<file path="src/rtl/wave_pwm_dac.sv">
// wave_pwm_dac
// Converts a WAVE_WIDTH-bit waveform sample into a 1-bit PWM stream for an
// external RC-filtered DAC. The duty is double-buffered: one sample is taken
// per PWM period, on the reload edge only, so the duty never changes
// mid-period. Dropping enable lets the current period finish (DRAIN) before
// the block goes idle; raising it again in DRAIN resumes without a gap.
//
// Optional feature (macro PWM_CENTER_ALIGNED_EN):
//   defined   - centre-aligned PWM. The counter runs up 0..P-1, then down
//               P-1..0 (2P cycles). pwm_out = (cnt >= P - duty), which gives
//               2*duty high cycles centred on the up/down turn. Reload and
//               idle exit happen at the end of the down phase.
//   undefined - edge-aligned PWM, P-cycle period, pwm_out = (cnt < duty).
//
// Ports:
//   clk          in   system clock, rising edge
//   rst_in       in   synchronous active-high reset
//   enable       in   run request
//   wave_in      in   [WAVE_WIDTH] sample from the waveform generator
//   pwm_out      out  registered PWM stream
//   period_start out  one-cycle pulse in the first cycle of each period
//   duty_q       out  [PWM_BITS] duty currently applied
//   active       out  high in RUN or DRAIN
module wave_pwm_dac #(
    parameter int WAVE_WIDTH = 16,
    parameter int PWM_BITS   = 8,
    parameter int SIGNED_IN  = 1
) (
    input  logic                  clk,
    input  logic                  rst_in,
    input  logic                  enable,
    input  logic [WAVE_WIDTH-1:0] wave_in,
    output logic                  pwm_out,
    output logic                  period_start,
    output logic [PWM_BITS-1:0]   duty_q,
    output logic                  active
);

    typedef enum logic [1:0] {IDLE, RUN, DRAIN} state_t;

    // P = 2^PWM_BITS - 1; the counter tops out at P-1.
    localparam logic [PWM_BITS-1:0] P    = {PWM_BITS{1'b1}};
    localparam logic [PWM_BITS-1:0] P_M1 = {{(PWM_BITS-1){1'b1}}, 1'b0};
    localparam logic [PWM_BITS-1:0] ONE  = {{(PWM_BITS-1){1'b0}}, 1'b1};
    localparam logic [PWM_BITS-1:0] ZERO = '0;

    state_t              state_q, state_d;
    logic [PWM_BITS-1:0] cnt_q, cnt_d;
    logic [PWM_BITS-1:0] duty_d;
    logic                pwm_out_q, pwm_out_d;
    logic                period_start_q, period_start_d;
    logic                active_q, active_d;
    logic [PWM_BITS-1:0] duty_conv;
    logic                period_end;

`ifdef PWM_CENTER_ALIGNED_EN
    logic dir_q, dir_d;   // 0 = counting up, 1 = counting down
`endif

    // Lower sample bits are below the PWM resolution and deliberately dropped.
    generate
        if (PWM_BITS < WAVE_WIDTH) begin : g_unused
            logic unused_low;
            assign unused_low = ^wave_in[WAVE_WIDTH-PWM_BITS-1:0];
        end
    endgenerate

    // Top PWM_BITS of the sample; flipping the MSB maps two's complement to
    // offset binary so mid-scale (0) lands at half duty.
    always_comb begin
        duty_conv = wave_in[WAVE_WIDTH-1 -: PWM_BITS];
        if (SIGNED_IN != 0)
            duty_conv[PWM_BITS-1] = ~duty_conv[PWM_BITS-1];
    end

`ifdef PWM_CENTER_ALIGNED_EN
    assign period_end = dir_q && (cnt_q == ZERO);
`else
    assign period_end = (cnt_q == P_M1);
`endif

    always_comb begin
        state_d        = state_q;
        cnt_d          = cnt_q;
        duty_d         = duty_q;
        period_start_d = 1'b0;
`ifdef PWM_CENTER_ALIGNED_EN
        dir_d          = dir_q;
`endif
        case (state_q)
            IDLE: begin
                cnt_d = ZERO;
`ifdef PWM_CENTER_ALIGNED_EN
                dir_d = 1'b0;
`endif
                if (enable) begin
                    state_d        = RUN;
                    duty_d         = duty_conv;
                    period_start_d = 1'b1;
                end
            end
            default: begin  // RUN and DRAIN count identically
                if (period_end) begin
                    cnt_d = ZERO;
`ifdef PWM_CENTER_ALIGNED_EN
                    dir_d = 1'b0;
`endif
                    // A wrap with enable low ends the run, even from RUN.
                    if (enable) begin
                        state_d        = RUN;
                        duty_d         = duty_conv;
                        period_start_d = 1'b1;
                    end else begin
                        state_d = IDLE;
                    end
                end else begin
                    state_d = enable ? RUN : DRAIN;
`ifdef PWM_CENTER_ALIGNED_EN
                    // P-1 is held for two cycles: last of up, first of down.
                    if (!dir_q) begin
                        if (cnt_q == P_M1) dir_d = 1'b1;
                        else               cnt_d = cnt_q + ONE;
                    end else begin
                        cnt_d = cnt_q - ONE;
                    end
`else
                    cnt_d = cnt_q + ONE;
`endif
                end
            end
        endcase

        active_d = (state_d != IDLE);
        // Compare against next-cycle count/duty so the registered output lines
        // up with the counter value of the same cycle.
`ifdef PWM_CENTER_ALIGNED_EN
        pwm_out_d = active_d && (cnt_d >= (P - duty_d));
`else
        pwm_out_d = active_d && (cnt_d < duty_d);
`endif
    end

    always_ff @(posedge clk) begin
        if (rst_in) begin
            state_q        <= IDLE;
            cnt_q          <= ZERO;
            duty_q         <= ZERO;
            pwm_out_q      <= 1'b0;
            period_start_q <= 1'b0;
            active_q       <= 1'b0;
`ifdef PWM_CENTER_ALIGNED_EN
            dir_q          <= 1'b0;
`endif
        end else begin
            state_q        <= state_d;
            cnt_q          <= cnt_d;
            duty_q         <= duty_d;
            pwm_out_q      <= pwm_out_d;
            period_start_q <= period_start_d;
            active_q       <= active_d;
`ifdef PWM_CENTER_ALIGNED_EN
            dir_q          <= dir_d;
`endif
        end
    end

    assign pwm_out      = pwm_out_q;
    assign period_start = period_start_q;
    assign active       = active_q;

endmodule

</file>
<file path="config.mk">
export PLATFORM = sky130hd
export DESIGN_NAME = wave_pwm_dac
export DESIGN_NICKNAME = d
export VERILOG_FILES = /design/src/rtl/wave_pwm_dac.sv
export SDC_FILE = /design/constraint.sdc
export NUM_CORES = 1
export LEC_CHECK = 0
export ABC_AREA = 0
export BUFFER_PORTS_ARGS = -buffer_cell sky130_fd_sc_hd__buf_4
export CAP_MARGIN = 0
export CORE_MARGIN = 2
export CORE_UTILIZATION = 35
export CTS_CLUSTER_SIZE = 20
export DETAILED_ROUTE_END_ITERATION = 12
export PLACE_DENSITY = 0.69
export SYNTH_ARGS = -nofsm -noshare
export SYNTH_HDL_FRONTEND = slang
export SYNTH_SLANG_ARGS = --single-unit
export TNS_END_PERCENT = 20
</file>
<file path="constraint.sdc">
create_clock -name clk -period 2.5 [get_ports clk]
set_clock_uncertainty 0.15 [all_clocks]
set_input_delay 0.25 -clock clk [delete_from_list [all_inputs] [get_ports clk]]
set_output_delay 0.25 -clock clk [all_outputs]
set_load 0.05 [all_outputs]
</file>
==> Word-level counts from Yosys, hierarchy flattened <==
Cells that the tools add are included.
W data, S select, Z words.
{ "word_totals": {"register_bits": 21, "latch_bits": 0, "mem_bits_rw": 0, "romBits": 0, "inputBits": 19, "n_memories": 0} }
{ "classes": {"addsub": 1, "mul": 0, "div_mod_pow": 0, "order_cmp": 1, "n_eq_ne": 1, "shift": 0, "mux": 13, "bitwise": 1, "reduce_logical": 3} }
{ "ops": {"columns": ["op", "n"], "rows": [
  ["$mux W8", 5],
  ["$add A8 B1 Y8 const B", 1],
  ["$eq A8 B8 Y1 const B", 1],
  ["$lt A8 B8 Y1", 1],
  ["$mux W2", 4],
  ["$mux W1", 4],
  ["$logic_not A2 Y1", 1],
  ["$reduce_bool A2 Y1", 1],
  ["$logic_and A1 B1 Y1", 1],
  ["$not A1 Y1", 1]
]} }

==> Logic depth before layout (Yosys ltp) <==
Gate-level depths: netlist of the first run.
{ "logic_depth": {"ltp_word": 6, "ltp_mapped": 12, "ltp_nobuf": 10} }

==> Least setup slack after synthesis of the first run <==
OpenSTA, ideal clock, no wires.
{ "synth_path": {"path_kind": "register to register", "startpoint": "register cnt_q[0]", "endpoint": "register pwm_out_q (netlist: pwm_out)", "setup_time_ns": 0.130, "arrival_ns": 2.323, "setup_slack_ns": -0.103, "stages_incl_launch_ff": 13, "n_path_buf": 2, "synth_period_minus_slack_ns": 2.603, "cell_sequence": "dfxtp_1 -> inv_1 -> ha_1 -> a41o_1 -> and2_4 -> buf_6 -> buf_6 -> mux2i_1 -> ha_1 -> nand4_1 -> or2_2 -> o21ai_0 -> a2111oi_2"} }
{ "synth_between": {"elab_chain_cells": 5, "word_cells_on_any_way": 11, "classes_between": "1 x add/sub; 1 x order compare; 1 x eq/ne; 6 x mux; 2 x reduce/logical"} }
{ "synth_rtl": {"columns": ["item", "line_no", "rtl"], "rows": [
  ["start, declared", "48", "logic [PWM_BITS-1:0] cnt_q, cnt_d;"],
  ["start signal, assigned", "156", "cnt_q <= cnt_d;"],
  ["$add A8 B1 Y8 / $eq A8 B8 Y1 (equally long branches)", "127, 79", null],
  ["$mux W8 / $mux W2 (equally long branches)", "103", "if (period_end) begin"],
  ["$mux W8 / $mux W2 (equally long branches)", "90", "case (state_q)"],
  ["$lt A8 B8 Y1 / $reduce_bool A2 Y1 (equally long branches)", "139, 133", null],
  ["$logic_and A1 B1 Y1 *", "139", "pwm_out_d = active_d && (cnt_d < duty_d);"],
  ["end signal, assigned", "158", "pwm_out_q <= pwm_out_d;"],
  ["end, declared", "50", "logic pwm_out_q, pwm_out_d;"]
]} }
Every way passes the cells marked *; elsewhere a longest branch is shown, timed or not.
A chain may end at the register's enable or synchronous reset.

==> Worst setup path after layout of the first run <==
Ends and elaborated chain as after synthesis.

==> flow_summary.ini, run 1 <==
[run_status]
status = finished, final reports clean

[synth]
yosys.area_share.adder_pct = 10.04
synth_top_family_by_area = simple AND/OR/NAND/NOR gates
synth.ff_latch_count = 21
synth-seq-area-share_pct = 37.50
syn_inst = 125
synth_xor_area_share_pct = 4.688
ys_warn_count = 0
synthDistinctLibCells = 30
syn_avg_cell_area_um2 = 8.969
synth_mux_area_share_pct = 6.250
syn-cell-area_um2 = 1121
yosys.area_share.simple_pct = 24.44
synth_area_leaders = dfxtp_1 38%, ha_1 10%, nor2_1 6.7%
synth_compound_area_share_pct = 10.83
synth_nets = 153
synth_top_area_cell = dfxtp_1
netlist.area_leader.share_pct = 37.50

[floorplanning]
dieArea_um2 = 3672
die_w_um = 60.60
core_area_um2 = 3053
start_util_pct = 36.72
die_h_um = 60.60
pin_count = 30
rows = 20

[worst_setup_path]
worstSetupStartpoint = cnt_q[0]
crit_family = simple AND/OR/NAND/NOR gates
crit_slowest_cell = dfxtp_2
regToRegEndpoint = pwm_out
crit_cells = 11
r2r-start = cnt_q[0]
critPathRequiredTime_ns = 2.55
crit_type = reg -> reg
arrival_ns = 2.47
end_kind = flip-flop
cp.buffers_inverters = 2
startpoint_type = flip-flop
cp_max_fo = 5
max_stage_delay_ns = 0.35
crit_end = pwm_out
path_cells = inv_2, ha_4, a41o_1, and2_4, buf_12, mux2i_1, ha_1, nand4_1, or2_4, o21ai_2, a2111oi_4
rrSetupSlack_ns = 0.08
r2r_cells = 11

[run]
cap_violations = 0

[finish]
multi_input_area_um2 = 688.2
drive_gt1_share_pct = 35.71
design_area_um2 = 1489
regArea_um2 = 427.9
nFillCells = 317
area_growth_pct = 32.81
antenna_cells = 0
nets = 183
final_cells = 198

[global_routing]
overflow = 0
met1_usage_pct = 18.24
grt_pass1_wl_um = 4188
grt_pass1_vias = 988
grt_max_degree = 22
track_usage_pct = 15.22
grt_busiest_layer = met2
antenna_found_initial = 0
grtUsageMet3_pct = 3.838
grtUsageMet2_pct = 27.19

[placed_design]
place_inst = 188
gp_congestion = 0.7971
dpl-instance-area_um2 = 1336
hpwl_um = 1793
io_buffers = 21

[timing]
final_hold_viol_count = 0
period_share_pct = 96.62
worst_pin_slew_ns = 0.3561
slew_viol_final = 0
finalCriticalPeriod_ns = 2.416
clock.fmax_mhz = 414.0
finalSetupViolCount = 0
whs_ns = 0.05831
slew_headroom_pct = 76.05
grt_setup_unrepaired = true

[detailed_routing]
routed_via_density = 4.879
drc = 0
drtAntennaViolNets = 0
wire_per_inst_um = 13.02
finalWirelength_um = 2577
drt_iter0_drc = 56
vias = 966
dr.pass1.iters = 4

[pwr]
ir_drop_mv = 0.2199
p_switching_uw = 229.0
power.density_nw_per_um2 = 483.9
p_sw_share_pct = 31.79
comb_power_share_pct = 26.7
leakage_nw = 0.6275
p_seq_share_pct = 49.8
p_int_uw = 491.5
p_clk_share_pct = 23.5

[clocking]
hold_buffers = 0
clkTransAtPathRegs_ns = 0.12
cts_made_buffers = 3
h-tree-depth = 1
clk_latency_ns = 0.31
cts.sinks = 21
cts_tree = yes
clock-root-buffer = clkbuf_4
cts_buffer_depth = 2

[worst_hold_path]
hold_class = in -> reg
[power groups by stage]
stage          logic, mW  registers [mW]  clock network [mW]
2_1_floorplan     0.0771           0.407                   0
3_3_place_gp       0.161           0.364                   0
3_5_place_dp       0.165           0.365                   0
4_1_cts            0.175           0.358               0.173
5_1_grt            0.207           0.361               0.186
6_report           0.192           0.359               0.169
[cell usage after synthesis]
cell / number
nand4b_1: 6
xor2_1: 5
nor2b_1: 1
xnor2_1: 1
a211o_1: 1
o21ai_1: 7
a21boi_0: 1
and3_1: 1
mux2i_1: 7
inv_1: 4
o21bai_1: 1
buf_2: 2
a2111oi_2: 1
o21ai_0: 2
clkbuf_1: 3
a21oi_1: 4
nand2b_1: 7
ha_1: 9
buf_6: 3
and4_4: 1
nand4_1: 2
nor3_1: 1
or2_2: 2
nor2_1: 20
nand2_1: 4
a41o_1: 1
nand3_1: 5
o31ai_1: 1
and2_4: 1
dfxtp_1: 21
[layer usage]
| metal | share of wire [%] | routed length, um |
|---|---|---|
| met1 | 45 | 1161 |
| met2 | 49 | 1271 |
| met3 | 4.3 | 111 |
| met4 | 1.3 | 33 |
| met5 | 0 | 0 |
[logic make-up after synthesis]
kind of cell               count (synthesis)
AOI/OAI and AO/OA                         19
xor gates and xnor gates                   6
adders and majority gates                  9
buffers and inverters                     12
DFF                                       21
muxes                                      7
and+or+nand+nor                           51
[registers in the layout, indices dropped and copies added (netlist names)]
signal / cells
active: 1
cnt_q: 8
duty_q: 8
period_start: 1
pwm_out: 1
state_q: 2
[worst min-delay path: cells and delay by family]
kind                   cells  cell delay, ns
AO/OA/AOI/OAI              1            0.07
buffers and inverters      1            0.08
AND/OR/NAND/NOR            1            0.09
[final cells by class]
| cell class | instances | area share, % |
|---|---|---|
| clock buffers | 3 | 1.513 |
| repair buffers | 33 | 18.49 |
| inverters | 4 | 1.008 |
| clock inverters | 1 | 0.3361 |
| well taps | 44 | 3.697 |
| multi-input cells | 92 | 46.22 |
| flip-flops and latches | 21 | 28.74 |
[stage by stage]
step | utilization [%] | total power, mW | setup TNS, ns | setup slack [ns]
6_report | 48.77 | 0.7205 | 0 | 0.08447
5_1_grt | 48.77 | 0.7541 | -0.009529 | -0.009529
4_1_cts | 46.11 | 0.7068 | 0 | 0.001453
3_5_place_dp | 43.77 | 0.5301 | -0.01814 | -0.01814
3_3_place_gp | 43.77 | 0.5255 | 0 | 0.02519
2_1_floorplan | - | 0.4838 | 0 | 0.01137
[how the worst min path moves through the flow]
stage	end	from	depth (start not counted)	slack, ns
6_report	duty_q[1]	wave_in[9]	3	0.06
5_1_grt	duty_q[2]	wave_in[10]	3	0.07
4_1_cts	duty_q[7]	wave_in[15]	4	0.06
3_5_place_dp	duty_q[3]	duty_q[3]	2	0.33
3_3_place_gp	duty_q[7]	duty_q[7]	2	0.32
2_1_floorplan	pwm_out	enable	2	0.25
[what timing repair did]
item | in CTS | in global routing
resized for setup | 2 | 16
buffers inserted | 5 | 1
endpoints found under the setup margin | 1 | 1
pin swaps | 0 | 10
[layout by cell type (no fill, tap or decap), types with 3 or more instances in the layout]
cell type  count
xor2_1         5
o21ai_1        7
nand2b_1       7
buf_4         29
inv_1          3
clkbuf_4       3
mux2i_1        5
dfxtp_1       15
nand3_1        5
nor2_1        20
ha_1           8
dfxtp_2        6
a21oi_1        4
nand4b_1       6
nand2_1        3
(Power assumes the default switching activity.)
==> run 2: changes to the inputs <==
--- a/config.mk
+++ b/config.mk
@@ -9,10 +9,10 @@
 export BUFFER_PORTS_ARGS = -buffer_cell sky130_fd_sc_hd__buf_4
 export CAP_MARGIN = 0
 export CORE_MARGIN = 2
-export CORE_UTILIZATION = 35
+export CORE_UTILIZATION = 42
 export CTS_CLUSTER_SIZE = 20
 export DETAILED_ROUTE_END_ITERATION = 12
-export PLACE_DENSITY = 0.69
+export PLACE_DENSITY = 0.79
 export SYNTH_ARGS = -nofsm -noshare
 export SYNTH_HDL_FRONTEND = slang
 export SYNTH_SLANG_ARGS = --single-unit
==> run 2 against run 1 <==
Flip-flop and latch count did not move. Clock-buffer cell count rose by 1. Register-to-register slack got worse by 0.03 ns. Global-route usage rose by 1.5 points. Utilization rose by 10 points. Maximum frequency fell by 1.1%. Via count rose by 4.8%. Worst hold slack improved by 0.0067 ns. Setup slack got worse by 0.028 ns. Critical path type unchanged. Largest cell class unchanged.
==> flow_summary.ini, run 2 (same netlist as run 1, synthesis figures left out) <==
[finish]
area_growth_pct = 31.14
design_area_um2 = 1470
mostFrequentLayoutCells = 37 x buf_4, 19 x nor2_1, 17 x dfxtp_1
antenna_cells = 0
nFillCells = 205
nets = 189
final_cells = 190
final_common_cell = buf_4
reg_top3 = cnt_q: 8 flops, duty_q: 8 flops, state_q: 2 flops
drive_gt1_share_pct = 36.25
fin_util_pct = 58.81

[clocking]
cts_made_buffers = 3
cts.sinks = 21
cts_buffer_depth = 2
h-tree-depth = 1
clkTransAtPathRegs_ns = 0.12
hold_buffers = 0
clk_latency_ns = 0.30
cts_tree = yes
clock-root-buffer = clkbuf_4

[worst_hold_path]
hold_class = in -> reg
holdPathStages = 3

[timing]
finalSetupViolCount = 0
fin_ws_ns = 0.05654
finalCriticalPeriod_ns = 2.443
final_hold_viol_count = 0
slew_headroom_pct = 83.42
worst_pin_slew_ns = 0.2483
fin_tns_setup_ns = 0
slew_viol_final = 0
period_share_pct = 97.74
clock.fmax_mhz = 409.3

[worst_setup_path]
path_cells = and4_4, a41o_1, and2_4, mux2i_2, ha_1, buf_4, a21oi_1, a21boi_1, a2111oi_2
cp_max_fo = 5
arrival_ns = 2.51
r2r_cells = 9
crit_slowest_cell = dfxtp_2
end_kind = flip-flop
startpoint_type = flip-flop
critPathRequiredTime_ns = 2.56
crit_type = reg -> reg
max_stage_delay_ns = 0.35
rrSetupSlack_ns = 0.06

[detailed_routing]
drt_iter0_drc = 34
wire_per_inst_um = 13.43
drtAntennaViolNets = 0
routed_via_density = 5.326
dr.pass1.iters = 4
finalWirelength_um = 2552
vias = 1012
drc = 0

[floorplanning]
start_util_pct = 44.84
die_h_um = 55.67
die_w_um = 55.67
dieArea_um2 = 3099
core_area_um2 = 2500
pin_count = 30
rows = 18

[global_routing]
grt_max_degree = 22
grt_pass1_vias = 1004
grt_busiest_layer = met2
track_usage_pct = 16.67
met1_usage_pct = 19.94
grt_pass1_wl_um = 4209
overflow = 0
grtUsageMet3_pct = 5.116
grtUsageMet2_pct = 29.93
antenna_found_initial = 0

[pwr]
power.density_nw_per_um2 = 489.8
ir_drop_mv = 0.3297
leakage_nw = 0.6388

[placed_design]
place_inst = 174
io_buffers = 21
dpl-instance-area_um2 = 1319
gp_congestion = 0.8118
dp_slack_ns = 0.01139
hpwl_um = 1650

[run]
cap_violations = 0

[run_status]
status = finished, final reports clean
-- run 2: power breakdown --
group          switching, mW  internal, mW  total [mW]
Combinational          0.111        0.0837       0.195
Clock                  0.105        0.0623       0.167
Sequential           0.00885         0.349       0.358
-- run 2: critical path, delay by kind of cell, from the launching register on --
family | cells | cell delay (ns)
DFF | 1 | 0.35
muxes | 1 | 0.23
AOI/OAI and AO/OA | 4 | 0.72
buffers and inverters | 1 | 0.15
adders and majority gates | 1 | 0.29
and+or+nand+nor | 2 | 0.46
-- run 2: worst paths after layout --
check / start / end
max: cnt_q[5] / pwm_out
min: wave_in[9] / duty_q[1]
max reg2reg: cnt_q[5] / pwm_out
min reg2reg: duty_q[2] / duty_q[2]
-- run 2: what timing repair did --
action	in CTS	in global routing
pin swaps	0	8
setup endpoints to repair	1	1
buffers inserted	3	8
cloned	1	0
gates resized for setup	2	10
-- run 2: final cells by class --
type | instances | area (um2) | share of cell area, %
tap | 30 | 37.54 | 2.553
clock buffer | 4 | 26.28 | 1.787
timing repair buffer | 38 | 289.0 | 19.66
inverter | 4 | 15.01 | 1.021
sequential | 21 | 425.4 | 28.94
multi-input combinational | 93 | 676.9 | 46.04
-- run 2: routing by layer --
metal | share of wire, % | vias to the layer above
met5 | 0 | -
met4 | 0.55 | 0
met3 | 4.4 | 2
met2 | 52 | 26
met1 | 43 | 482
li1 | - | 502
-- run 2: stage by stage --
step / hold WS [ns] / power [mW]
final: 0.06504 / 0.7200
after global placement: 0.3157 / 0.5236
after detailed placement: 0.3224 / 0.5281
after CTS: 0.05933 / 0.6970
after floorplan: 0.2504 / 0.4838
after global routing: 0.05680 / 0.7511
==> run 3: changes to the inputs <==
--- a/config.mk
+++ b/config.mk
@@ -5,14 +5,14 @@
 export SDC_FILE = /design/constraint.sdc
 export NUM_CORES = 1
 export LEC_CHECK = 0
-export ABC_AREA = 0
+export ABC_AREA = 1
 export BUFFER_PORTS_ARGS = -buffer_cell sky130_fd_sc_hd__buf_4
 export CAP_MARGIN = 0
 export CORE_MARGIN = 2
 export CORE_UTILIZATION = 42
 export CTS_CLUSTER_SIZE = 20
 export DETAILED_ROUTE_END_ITERATION = 12
-export PLACE_DENSITY = 0.79
+export PLACE_DENSITY = 0.8
 export SYNTH_ARGS = -nofsm -noshare
 export SYNTH_HDL_FRONTEND = slang
 export SYNTH_SLANG_ARGS = --single-unit
==> run 3 against run 2 <==
Power is 8.8% lower. First-iteration DRC count is 68% lower. Sequential power hardly changed. Flip-flop and latch count stayed put. Critical path type unchanged. Largest cell class unchanged. Largest power group unchanged.
==> flow_summary.ini, run 3 <==
[run_status]
status = finished, final reports clean

[finish]
final_cells = 168
reg_top3 = cnt_q: 8 flops, duty_q: 8 flops, state_q: 2 flops
drive_gt1_share_pct = 23.57
area_growth_pct = 21.59
antenna_cells = 0
fin_util_pct = 54.47
design_area_um2 = 1205
nets = 169
nFillCells = 210
mostFrequentLayoutCells = 25 x nor2_1, 21 x dfxtp_1, 21 x buf_4
final_common_cell = nor2_1

[synth]
synth_area_leaders = dfxtp_1 42%, ha_1 11%, nor2_1 9.5%
synth_edf_count = 0
ys_warn_count = 0
synthDistinctLibCells = 22
synth_top_area_cell = dfxtp_1
yosysMostFrequentCell = nor2_1
synth.ff_latch_count = 21
netlist.area_leader.share_pct = 42.42
syn_avg_cell_area_um2 = 8.470
synth-seq-area-share_pct = 42.42
ys.flop_type = dfxtp_1
synth_nets = 145
async_flop_share_pct = 0
syn-cell-area_um2 = 991.0
ys_top_cells_by_count = 25 x nor2_1, 21 x dfxtp_1, 15 x nand2_1, 9 x ha_1, 7 x a21oi_1
syn_inst = 117

[floorplanning]
pin_count = 30
dieArea_um2 = 2764
die_h_um = 52.58
rows = 17
die_w_um = 52.58
core_area_um2 = 2212
start_util_pct = 44.80

[clocking]
cts_tree = yes
clock-root-buffer = clkbuf_4
cts_made_buffers = 3
clk_latency_ns = 0.30
cts_buffer_depth = 2
ctsResizeCount = 0
h-tree-depth = 1
cts.sinks = 21
clkTransAtPathRegs_ns = 0.11

[placed_design]
io_buffers = 21
dp_slack_ns = 0.3020
hpwl_um = 1526
place_inst = 163
dpl-instance-area_um2 = 1169
gp_congestion = 0.8433

[worst_setup_path]
r2r-start = cnt_q[0]
critPathRequiredTime_ns = 2.60
crit_type = reg -> reg
cp_max_fo = 13
end_kind = flip-flop
startpoint_type = flip-flop
rrSetupSlack_ns = 0.28
arrival_ns = 2.32
r2r_cells = 12
regToRegEndpoint = pwm_out

[pwr]
power_uw = 656.7
ir_drop_mv = 0.4439
p_sw_share_pct = 29.78
p_int_uw = 461.1
p_seq_share_pct = 54.1
power.density_nw_per_um2 = 545.0
p_clk_share_pct = 24.4
p_switching_uw = 195.6
comb_power_share_pct = 21.5
leakage_nw = 0.5606

[global_routing]
overflow = 0
track_usage_pct = 15.80
met1_usage_pct = 18.58
grt_pass1_vias = 775
grt_pass1_wl_um = 3139
grt_max_degree = 16
grtUsageMet3_pct = 6.000
antenna_found_initial = 0
grtUsageMet2_pct = 25.62
grt_busiest_layer = met2

[detailed_routing]
finalWirelength_um = 1933
dr.pass1.iters = 4
drt_iter0_drc = 11
routed_via_density = 4.952
drc = 0
wire_per_inst_um = 11.51
vias = 832
drtAntennaViolNets = 0

[timing]
worst_pin_slew_ns = 0.2499
grt_setup_unrepaired = false
period_share_pct = 88.95
whs_ns = 0.06178
fin_ws_ns = 0.2763
slew_headroom_pct = 83.19
final_hold_viol_count = 0
fin_tns_setup_ns = 0
finalSetupViolCount = 0
slew_viol_final = 0
clock.fmax_mhz = 449.7
finalCriticalPeriod_ns = 2.224

[worst_hold_path]
min_to = duty_q[3]
hp-start = wave_in[11]
holdPathStages = 3
hold_class = in -> reg

[run]
cap_violations = 0
## run 3: cell count changes in the layout (fill, tap and decap cells not counted), moves of 4 or more
cell / previous run / this run
nand2_1: 3 / 15
dfxtp_2: 4 / 0
nand4b_1: 6 / 0
buf_4: 37 / 21
nand2b_1: 7 / 0
dfxtp_1: 17 / 21
o21ai_1: 7 / 0
nor2_1: 19 / 25
## run 3: cell type report
type                            count  area, um2  share of cell area [%]
Clock buffer                        4      26.28                   2.181
Inverter                            6      22.52                   1.869
Multi-Input combinational cell     87      533.0                   44.24
Sequential cell                    21      420.4                   34.89
Tap cell                           28      35.03                   2.908
Timing Repair Buffer               22      167.7                   13.91
## run 3: cells by family after synthesis
logic type                 Yosys count  share of synthesized area (%)
and+or+nand+nor                     58                          26.77
xor gates and xnor gates             4                          3.536
AOI/OAI and AO/OA                   10                          6.061
muxes                                6                          6.061
adders and majority gates            9                          11.36
DFF                                 21                          42.42
buffers and inverters                9                          3.788
## run 3: worst max path at each step
stage                         from  endpoint  slack [ns]  depth (start not counted)
after floorplan           cnt_q[0]   pwm_out        0.56                         12
after global placement    cnt_q[0]   pwm_out        0.32                         12
after detailed placement  cnt_q[0]   pwm_out        0.30                         12
after CTS                 cnt_q[0]   pwm_out        0.27                         12
after global routing      cnt_q[0]   pwm_out        0.03                         12
final                     cnt_q[0]   pwm_out        0.28                         12
## run 3: worst max-delay path, cell delays in order (launching register included)
cell,delay [ns]
dfxtp_1,0.38
inv_1,0.07
ha_1,0.20
nand2_1,0.05
nor2_1,0.04
nand2_2,0.10
nand2_4,0.12
nand2_4,0.16
mux2i_1,0.27
ha_1,0.28
a21oi_1,0.15
nand2_1,0.09
a21oi_2,0.10
## run 3: what timing repair did
action	in CTS	in global routing
hold buffers	1	0
buffers inserted	0	0
hold endpoints to repair	1	0
setup endpoints to repair	0	0
## run 3: power by group through the flow
stage          Sequential [mW]  Combinational, mW  Clock, mW
6_report                 0.356              0.141      0.160
5_1_grt                  0.357              0.154      0.178
4_1_cts                  0.356              0.142      0.168
3_5_place_dp             0.363              0.141          0
3_3_place_gp             0.362              0.138          0
2_1_floorplan            0.403             0.0577          0
## run 3: routing by layer
layer / part of all wire [%] / routed length [um] / up-vias
li1: - / - / 432
met1: 44 / 858 / 376
met2: 49 / 947 / 19
met3: 5.1 / 98 / 5
met4: 1.5 / 29 / 0
met5: 0 / 0 / -
